--- config.mk ---
export PLATFORM = sky130hd
export DESIGN_NAME = watch_mode_ctrl_flat
export DESIGN_NICKNAME = d
export VERILOG_FILES = /design/src/rtl/watch_mode_ctrl_if.sv /design/src/rtl/watch_mode_ctrl.sv /design/src/flat_wrapper.sv
export SDC_FILE = /design/constraint.sdc
export NUM_CORES = 1
export LEC_CHECK = 0
export ABC_AREA = 1
export CORE_UTILIZATION = 63
export CTS_CLUSTER_DIAMETER = 200
export DETAILED_ROUTE_END_ITERATION = 8
export PLACE_DENSITY = 0.84
export SYNTH_ARGS = -nofsm -noshare
export SYNTH_HDL_FRONTEND = slang
export SYNTH_SLANG_ARGS = --single-unit
--- constraint.sdc ---
create_clock -name uclock -period 1.9 [get_ports uclock]
set_input_delay 0.19 -clock uclock [delete_from_list [all_inputs] [get_ports uclock]]
set_output_delay 0.19 -clock uclock [all_outputs]
set_load 0.005 [all_outputs]
--- src/rtl/watch_mode_ctrl_if.sv ---
// Button levels in, mode/stopwatch/time-set commands and digit blanking out.
// The controller takes the slave view; the debouncers and datapaths take the master view.
interface watch_mode_ctrl_if;
  logic       btn_mode;
  logic       btn_a;
  logic       btn_b;
  logic [1:0] mode;
  logic       sw_run;
  logic       sw_clear;
  logic       hr_inc;
  logic       hr_dec;
  logic       min_inc;
  logic       min_dec;
  logic [3:0] blank;

  modport master (
    output btn_mode, btn_a, btn_b,
    input  mode, sw_run, sw_clear, hr_inc, hr_dec, min_inc, min_dec, blank
  );

  modport slave (
    input  btn_mode, btn_a, btn_b,
    output mode, sw_run, sw_clear, hr_inc, hr_dec, min_inc, min_dec, blank
  );
endinterface

--- src/rtl/watch_mode_ctrl.sv ---
// Wristwatch mode controller: mode sequencing, stopwatch run/clear, time-set
// pulses with auto-repeat, idle timeout back to CLOCK, and set-field blinking.
module watch_mode_ctrl #(
  parameter int unsigned BLINK_HALF   = 25_000_000,
  parameter int unsigned REPEAT_DELAY = 25_000_000,
  parameter int unsigned REPEAT_RATE  = 5_000_000,
  parameter int unsigned TIMEOUT      = 500_000_000,
  parameter int unsigned CW           = 32
) (
  input  logic             uclock,
  input  logic             rst_n,
  watch_mode_ctrl_if.slave bus
);

  localparam logic [1:0] ST_CLOCK     = 2'd0;
  localparam logic [1:0] ST_STOPWATCH = 2'd1;
  localparam logic [1:0] ST_SET_HR    = 2'd2;
  localparam logic [1:0] ST_SET_MIN   = 2'd3;

  localparam logic [3:0] BLANK_HR  = 4'b1100;
  localparam logic [3:0] BLANK_MIN = 4'b0011;

  localparam logic [CW-1:0] BLINK_LAST  = CW'(BLINK_HALF - 1);
  localparam logic [CW-1:0] HOLD_FIRST  = CW'(REPEAT_DELAY);
  localparam logic [CW-1:0] HOLD_NEXT   = CW'(REPEAT_RATE);
  localparam logic [CW-1:0] IDLE_LIMIT  = CW'(TIMEOUT);
  localparam logic [CW-1:0] CNT_ONE     = CW'(1);

  // Registered state
  logic          prev_mode_q, prev_a_q, prev_b_q;
  logic [1:0]    state_q;
  logic          run_q;
  logic          clear_q;
  logic          hr_inc_q, hr_dec_q, min_inc_q, min_dec_q;
  logic [3:0]    blank_q;
  logic [CW-1:0] hold_q;
  logic          repeating_q;
  logic [CW-1:0] idle_q;
  logic [CW-1:0] blink_q;
  logic          phase_q;

  // Next-state values
  logic [1:0]    state_d;
  logic          run_d;
  logic          clear_d;
  logic          hr_inc_d, hr_dec_d, min_inc_d, min_dec_d;
  logic [3:0]    blank_d;
  logic [CW-1:0] hold_d;
  logic          repeating_d;
  logic [CW-1:0] idle_d;
  logic [CW-1:0] blink_d;
  logic          phase_d;

  // Combinational helpers
  logic          rise_mode_c, rise_a_c, rise_b_c;
  logic          in_set_c;
  logic          timeout_c;
  logic          mode_change_c;
  logic          single_btn_c;
  logic          set_btn_c;
  logic          inc_c, dec_c;
  logic [CW-1:0] hold_thr_c;

  // A press is a low-to-high transition of the debounced level
  assign rise_mode_c = bus.btn_mode & ~prev_mode_q;
  assign rise_a_c    = bus.btn_a & ~prev_a_q;
  assign rise_b_c    = bus.btn_b & ~prev_b_q;

  assign in_set_c     = state_q[1];
  assign single_btn_c = bus.btn_a ^ bus.btn_b;
  assign set_btn_c    = bus.btn_a | bus.btn_b;
  assign timeout_c    = in_set_c && (idle_q == IDLE_LIMIT);
  assign hold_thr_c   = repeating_q ? HOLD_NEXT : HOLD_FIRST;

  // State and output registers
  always_ff @(posedge uclock or negedge rst_n) begin
    if (!rst_n) begin
      prev_mode_q <= 1'b1;
      prev_a_q    <= 1'b1;
      prev_b_q    <= 1'b1;
      state_q     <= ST_CLOCK;
      run_q       <= 1'b0;
      clear_q     <= 1'b0;
      hr_inc_q    <= 1'b0;
      hr_dec_q    <= 1'b0;
      min_inc_q   <= 1'b0;
      min_dec_q   <= 1'b0;
      blank_q     <= 4'b0000;
      hold_q      <= '0;
      repeating_q <= 1'b0;
      idle_q      <= '0;
      blink_q     <= '0;
      phase_q     <= 1'b0;
    end else begin
      prev_mode_q <= bus.btn_mode;
      prev_a_q    <= bus.btn_a;
      prev_b_q    <= bus.btn_b;
      state_q     <= state_d;
      run_q       <= run_d;
      clear_q     <= clear_d;
      hr_inc_q    <= hr_inc_d;
      hr_dec_q    <= hr_dec_d;
      min_inc_q   <= min_inc_d;
      min_dec_q   <= min_dec_d;
      blank_q     <= blank_d;
      hold_q      <= hold_d;
      repeating_q <= repeating_d;
      idle_q      <= idle_d;
      blink_q     <= blink_d;
      phase_q     <= phase_d;
    end
  end

  // Next-state and output decode
  always_comb begin
    state_d       = state_q;
    run_d         = run_q;
    clear_d       = 1'b0;
    hr_inc_d      = 1'b0;
    hr_dec_d      = 1'b0;
    min_inc_d     = 1'b0;
    min_dec_d     = 1'b0;
    blank_d       = 4'b0000;
    hold_d        = '0;
    repeating_d   = 1'b0;
    idle_d        = '0;
    blink_d       = blink_q;
    phase_d       = phase_q;
    inc_c         = 1'b0;
    dec_c         = 1'b0;
    mode_change_c = 1'b0;

    // A mode press outranks the idle timeout
    if (rise_mode_c) begin
      state_d = state_q + 2'd1;
    end else if (timeout_c) begin
      state_d = ST_CLOCK;
    end
    mode_change_c = (state_d != state_q);

    // Idle counter only advances in a set mode with every button released
    if (in_set_c && !timeout_c && !rise_mode_c && !rise_a_c && !rise_b_c &&
        !bus.btn_mode && !set_btn_c) begin
      idle_d = idle_q + CNT_ONE;
    end

    // Stopwatch: a toggles run, b clears only while stopped
    if (state_q == ST_STOPWATCH && !rise_mode_c) begin
      if (rise_a_c) begin
        run_d = ~run_q;
      end else if (rise_b_c && !run_q) begin
        clear_d = 1'b1;
      end
    end

    // Time set: first pulse on the press, then delayed auto-repeat
    if (in_set_c && !mode_change_c) begin
      if ((rise_a_c && !bus.btn_b) || (rise_b_c && !bus.btn_a)) begin
        inc_c       = rise_a_c;
        dec_c       = rise_b_c;
        hold_d      = CNT_ONE;
        repeating_d = 1'b0;
      end else if (hold_q != '0 && single_btn_c) begin
        if (hold_q == hold_thr_c) begin
          inc_c       = bus.btn_a;
          dec_c       = bus.btn_b;
          hold_d      = CNT_ONE;
          repeating_d = 1'b1;
        end else begin
          hold_d      = hold_q + CNT_ONE;
          repeating_d = repeating_q;
        end
      end
    end

    hr_inc_d  = (state_q == ST_SET_HR)  && inc_c;
    hr_dec_d  = (state_q == ST_SET_HR)  && dec_c;
    min_inc_d = (state_q == ST_SET_MIN) && inc_c;
    min_dec_d = (state_q == ST_SET_MIN) && dec_c;

    // Blink phase restarts visible on every mode change
    if (mode_change_c) begin
      blink_d = '0;
      phase_d = 1'b0;
    end else if (blink_q == BLINK_LAST) begin
      blink_d = '0;
      phase_d = ~phase_q;
    end else begin
      blink_d = blink_q + CNT_ONE;
    end

    // Keep the field readable while a set button is held
    if (state_d[1] && phase_d && !set_btn_c) begin
      blank_d = (state_d == ST_SET_HR) ? BLANK_HR : BLANK_MIN;
    end
  end

  assign bus.mode     = state_q;
  assign bus.sw_run   = run_q;
  assign bus.sw_clear = clear_q;
  assign bus.hr_inc   = hr_inc_q;
  assign bus.hr_dec   = hr_dec_q;
  assign bus.min_inc  = min_inc_q;
  assign bus.min_dec  = min_dec_q;
  assign bus.blank    = blank_q;

endmodule

--- src/flat_wrapper.sv ---
// flat-port wrapper written by rule: the top's interface ports become plain ports
module watch_mode_ctrl_flat 
#(
  parameter int unsigned BLINK_HALF   = 25_000_000,
  parameter int unsigned REPEAT_DELAY = 25_000_000,
  parameter int unsigned REPEAT_RATE  = 5_000_000,
  parameter int unsigned TIMEOUT      = 500_000_000,
  parameter int unsigned CW           = 32
)
  (uclock, rst_n, bus_btn_mode, bus_btn_a, bus_btn_b, bus_mode, bus_sw_run, bus_sw_clear, bus_hr_inc, bus_hr_dec, bus_min_inc, bus_min_dec, bus_blank);
  watch_mode_ctrl_if bus_i ();
  input  logic uclock;
  input  logic rst_n;
  input wire logic [$bits(bus_i.btn_mode)-1:0] bus_btn_mode;
  input wire logic [$bits(bus_i.btn_a)-1:0] bus_btn_a;
  input wire logic [$bits(bus_i.btn_b)-1:0] bus_btn_b;
  output wire logic [$bits(bus_i.mode)-1:0] bus_mode;
  output wire logic [$bits(bus_i.sw_run)-1:0] bus_sw_run;
  output wire logic [$bits(bus_i.sw_clear)-1:0] bus_sw_clear;
  output wire logic [$bits(bus_i.hr_inc)-1:0] bus_hr_inc;
  output wire logic [$bits(bus_i.hr_dec)-1:0] bus_hr_dec;
  output wire logic [$bits(bus_i.min_inc)-1:0] bus_min_inc;
  output wire logic [$bits(bus_i.min_dec)-1:0] bus_min_dec;
  output wire logic [$bits(bus_i.blank)-1:0] bus_blank;
  assign bus_i.btn_mode = bus_btn_mode;
  assign bus_i.btn_a = bus_btn_a;
  assign bus_i.btn_b = bus_btn_b;
  assign bus_mode = bus_i.mode;
  assign bus_sw_run = bus_i.sw_run;
  assign bus_sw_clear = bus_i.sw_clear;
  assign bus_hr_inc = bus_i.hr_inc;
  assign bus_hr_dec = bus_i.hr_dec;
  assign bus_min_inc = bus_i.min_inc;
  assign bus_min_dec = bus_i.min_dec;
  assign bus_blank = bus_i.blank;
  watch_mode_ctrl #(.BLINK_HALF(BLINK_HALF), .REPEAT_DELAY(REPEAT_DELAY), .REPEAT_RATE(REPEAT_RATE), .TIMEOUT(TIMEOUT), .CW(CW)) u_core (.uclock(uclock), .rst_n(rst_n), .bus(bus_i));
endmodule
==> results.txt <==
----------------------------------------------------
[Cells and area]
  Non-filler instance count after layout ... 1069
  Final std cell area, no fill ... 0.007335 mm^2
  NumNets Final ... 942
  Antenna diodes ... 0
  Relative area change from synthesis to final layout ... 10.88%
  Layout Utilization ... 0.7169
  Fraction of final layout cells sized beyond drive strength 1 ... 0.08467

[Timing]
  Worst setup slack after layout ... 0.08400 ns
  Finish-stage setup viols ... 0
  Highest achievable clock rate ... 550.7 MHz
  Relative slew slack ... 0.7016
  Number of hold-slack violations in the final timing report ... 0
  Min Hold Slack ... 0.2364 ns
  Least-Margin Pin Slew ... 0.4475 ns
  Largest clock skew in the final design ... 0.01128 ns
  Setup_tns ... 0 ns
  Final Slew Violations ... 0
  Setup repair after global routing missed its margin ... yes
  Time the final worst path needs with I/O delays and setup ... 1.816 ns
  Crit share post-route ... 0.9558

[Worst setup path]
  Worst setup SP type ... register
  Startpoint-to-endpoint class of the critical path ... register to register
  WP data arrival ... 2.10 ns
  Highest fanout seen on the critical path ... 16
  Kind of capture point of the worst setup path ... register
  WP data required ... 2.19 ns

[Clock network]
  Num Clock Sinks ... 111
  Longest Clk Path Bufs ... 2
  Clock root buffer ... clkbuf_8
  Clock slew at reported path FFs ... 0.10 ns
  H-tree depth ... 3
  Clock latency at the later pin of the worst-skew pair ... 0.40 ns
  CTS tree ... yes
  TritonCTS buffer count ... 9

[Placed design]
  Routability congestion estimate from global placement ... 0.9722
  Number of placed instances, taps included ... 1049
  Worst setup slack after placement ... 0.03802 ns
  I/O Buffers ... 16
  Placed cell area ... 0.007017 mm^2
  Detailed placement HPWL ... 11.75 mm

[Synthesis]
  Yosys warning count ... 0
  Post-synthesis cell count ... 892
  Net count after synthesis ... 906
  Adder-cell share of the synthesized area ... 0.01702
  Simple-gate share of the synthesized area ... 0.3804
  Leading post-synthesis cells by cell area ... dfrtp_1 (41%), nand2_1 (12%), nor2_1 (11%)
  Cell type contributing the most total cell area after synthesis ... dfrtp_1
  Post-synthesis mux area share ... 0
  Fraction of synthesized cell area in xor and xnor cells ... 0.08474
  Post-synthesis sequential element count ... 111
  Portion of the post-synthesis area used by sequential elements ... 0.4205
  Yosys top cell area share ... 0.4085
  Average footprint of a synthesized cell ... 7.416 um^2
  Dominant combinational cell family by area after synthesis ... simple AND/OR/NAND/NOR gates
  Synth Area in Compound Gates ... 0.01986
  Cell Area, Synth ... 0.006615 mm^2
  Synth cell types ... 39

[Min path]
  Class of the tightest hold or removal check ... input port to register

[Run]
  Max Cap Violations ... 0

[Global routing]
  Largest net degree at the start of global routing ... 43
  Vias in the first global route ... 5599
  First-pass GRT wire length ... 25.97 mm
  Antenna violations before repair ... 0
  Total gr overflow ... 0
  GRT Resource Usage Total ... 0.3018

[Pwr]
  Switching Fraction ... 0.2991
  Internal ... 3.327 mW
  Share of total power in combinational logic ... 0.185
  Clock share of power ... 0.286
  Post-route total power ... 4.747 mW
  Net switching power of the design ... 1.420 mW
  Leak ... 2.987 nW
  Proportion of power drawn by flip-flops and latches ... 0.529
  Pwr dens ... 647.2 mW/mm^2
  IR Drop Worst-Case VDD ... 0.0005458 V

[Die]
  Die Wd ... 104.5 um
  Cell row count ... 37
  Starting Density ... 0.6466
  Core Footprint ... 0.01023 mm^2
  Number of top-level pins ... 17
  Overall die height ... 104.5 um
  DIE AREA ... 0.01091 mm^2

[Detailed routing]
  Post-DR wirelength/cell ... 15.08 um
  Final antenna-violating net count ... 0
  Per-cell via count in the routed design ... 5.559
  Vias ... 5943
  Number of violations reported at the end of detailed-routing iteration 0 ... 477
  Final WL ... 16.12 mm
  Detailed-router iteration count before antenna repair ... 5
  Post-route DRC ... 0

[Status]
  Status ... finished clean

----------------------------------------------------
==> power by group through the flow <==
stage          sequential, mW  clock (mW)  combinational [mW]
6_report                 2.51        1.36               0.877
5_1_grt                  2.52        1.46               0.944
4_1_cts                  2.51        1.39               0.691
3_5_place_dp             2.55           0               0.677
3_3_place_gp             2.55           0               0.666
2_1_floorplan            2.55           0               0.402
==> cell usage after synthesis <==
cell type and number:
a21o_1 2, a21oi_1 7, a31oi_1 1, and2_1 1, buf_2 3, buf_4 2, buf_6 7, buf_8 1
dfrtp_1 108, dfstp_2 3, ha_1 9, inv_1 99, inv_2 3, inv_4 1, nand2_1 210, nand2_2 4
nand2_4 1, nand3_1 48, nand3_2 4, nand3b_1 4, nand3b_2 1, nand4_1 19, nor2_1 191, nor2_2 3
nor2_4 2, nor3_1 59, nor3_2 9, nor3b_1 6, nor4_1 6, o211a_1 1, o211ai_1 5, o21ai_0 3
o21ai_1 1, o21bai_1 1, or2_0 1, or2_1 1, or2_2 1, xnor2_1 11, xor2_1 53
==> logic make-up (layout without fill, tap and decap cells) <==
kind of cell,Yosys count,count (layout)
xor+xnor,64,64
compound gates,21,21
flops,111,111
buf+inv,116,157
fa+ha+maj,9,9
simple gates,571,571
==> worst paths after layout <==
| check | start | end | slack (ns) | cells after the start |
|---|---|---|---|---|
| max reg2reg | u_core.idle_q[29] | u_core.blink_q[8] | 0.08 | 11 |
| min | bus_btn_mode | u_core.prev_mode_q | 0.24 | 1 |
| min reg2reg | u_core.blink_q[0] | u_core.blink_q[0] | 0.49 | 1 |
| max | u_core.idle_q[29] | u_core.blink_q[8] | 0.08 | 11 |
| max in group asynchronous | rst_n | u_core.prev_a_q | 0.98 | 3 |
| min in group asynchronous | rst_n | u_core.idle_q[23] | 0.28 | 2 |
==> sequential cells by signal (all words and copies together) (netlist names), 2 cells and up <==
| name | cells |
|---|---|
| u_core.blink_q | 32 |
| u_core.idle_q | 32 |
| u_core.hold_q | 32 |
| u_core.bus.blank | 2 |
| u_core.bus.mode | 2 |
==> metal layers <==
layer | track usage | wire length, um
met1 | 0.4141 | 7124
met2 | 0.4891 | 7702
met3 | 0.05764 | 990
met4 | 0.08469 | 302
met5 | 0 | 0
==> repair_timing <==
item,CTS,global route
setup buffers,0,1
resized for setup,0,15
hold buffers,1,0
endpoints found under the hold margin,30,0
endpoints found under the setup margin,0,95
==> cell usage in the layout (no fill, tap or decap), types with 2 or more instances in the layout <==
| cell | count |
|---|---|
| clkdlybuf4s50_1 | 15 |
| clkbuf_16 | 2 |
| nand2_1 | 210 |
| nor2_2 | 6 |
| a21oi_1 | 7 |
| dfrtp_1 | 107 |
| nor2_4 | 2 |
| o21ai_0 | 3 |
| inv_1 | 97 |
| dfstp_2 | 3 |
| clkinv_2 | 2 |
| nand4_1 | 19 |
| ha_1 | 9 |
| nor2_1 | 188 |
| nor4_1 | 6 |
| nand2_8 | 2 |
| nor3_1 | 56 |
| o211ai_1 | 5 |
| buf_12 | 5 |
| buf_4 | 15 |
| inv_2 | 5 |
| nand3_1 | 48 |
| nand3_2 | 3 |
| nor3b_1 | 6 |
| clkbuf_8 | 10 |
| xor2_1 | 53 |
| xnor2_1 | 11 |
| nor3_2 | 11 |
| inv_6 | 2 |
| nand2_2 | 3 |
| nand3b_1 | 4 |
| a21o_1 | 2 |
==> area by class of cell <==
cell class	instances	area (um^2)
Clock buffer	10	137.6
Clock inverter	6	43.79
Fill cell	836	2897
Inverter	103	389.1
Multi-Input combinational cell	665	3388
Sequential cell	111	2783
Tap cell	136	170.2
Timing Repair Buffer	38	422.9
==> worst max-delay path, stage by stage, from the launching register on <==
cell	delay (ns)
dfrtp_1	0.45
inv_1	0.07
nand2_1	0.04
nor2_1	0.19
nand2_1	0.08
nor2_1	0.15
nand2_1	0.10
nand2_2	0.15
nand3_4	0.12
nand2_8	0.13
clkbuf_16	0.18
nor2_1	0.05
(Power assumes the default switching activity.)
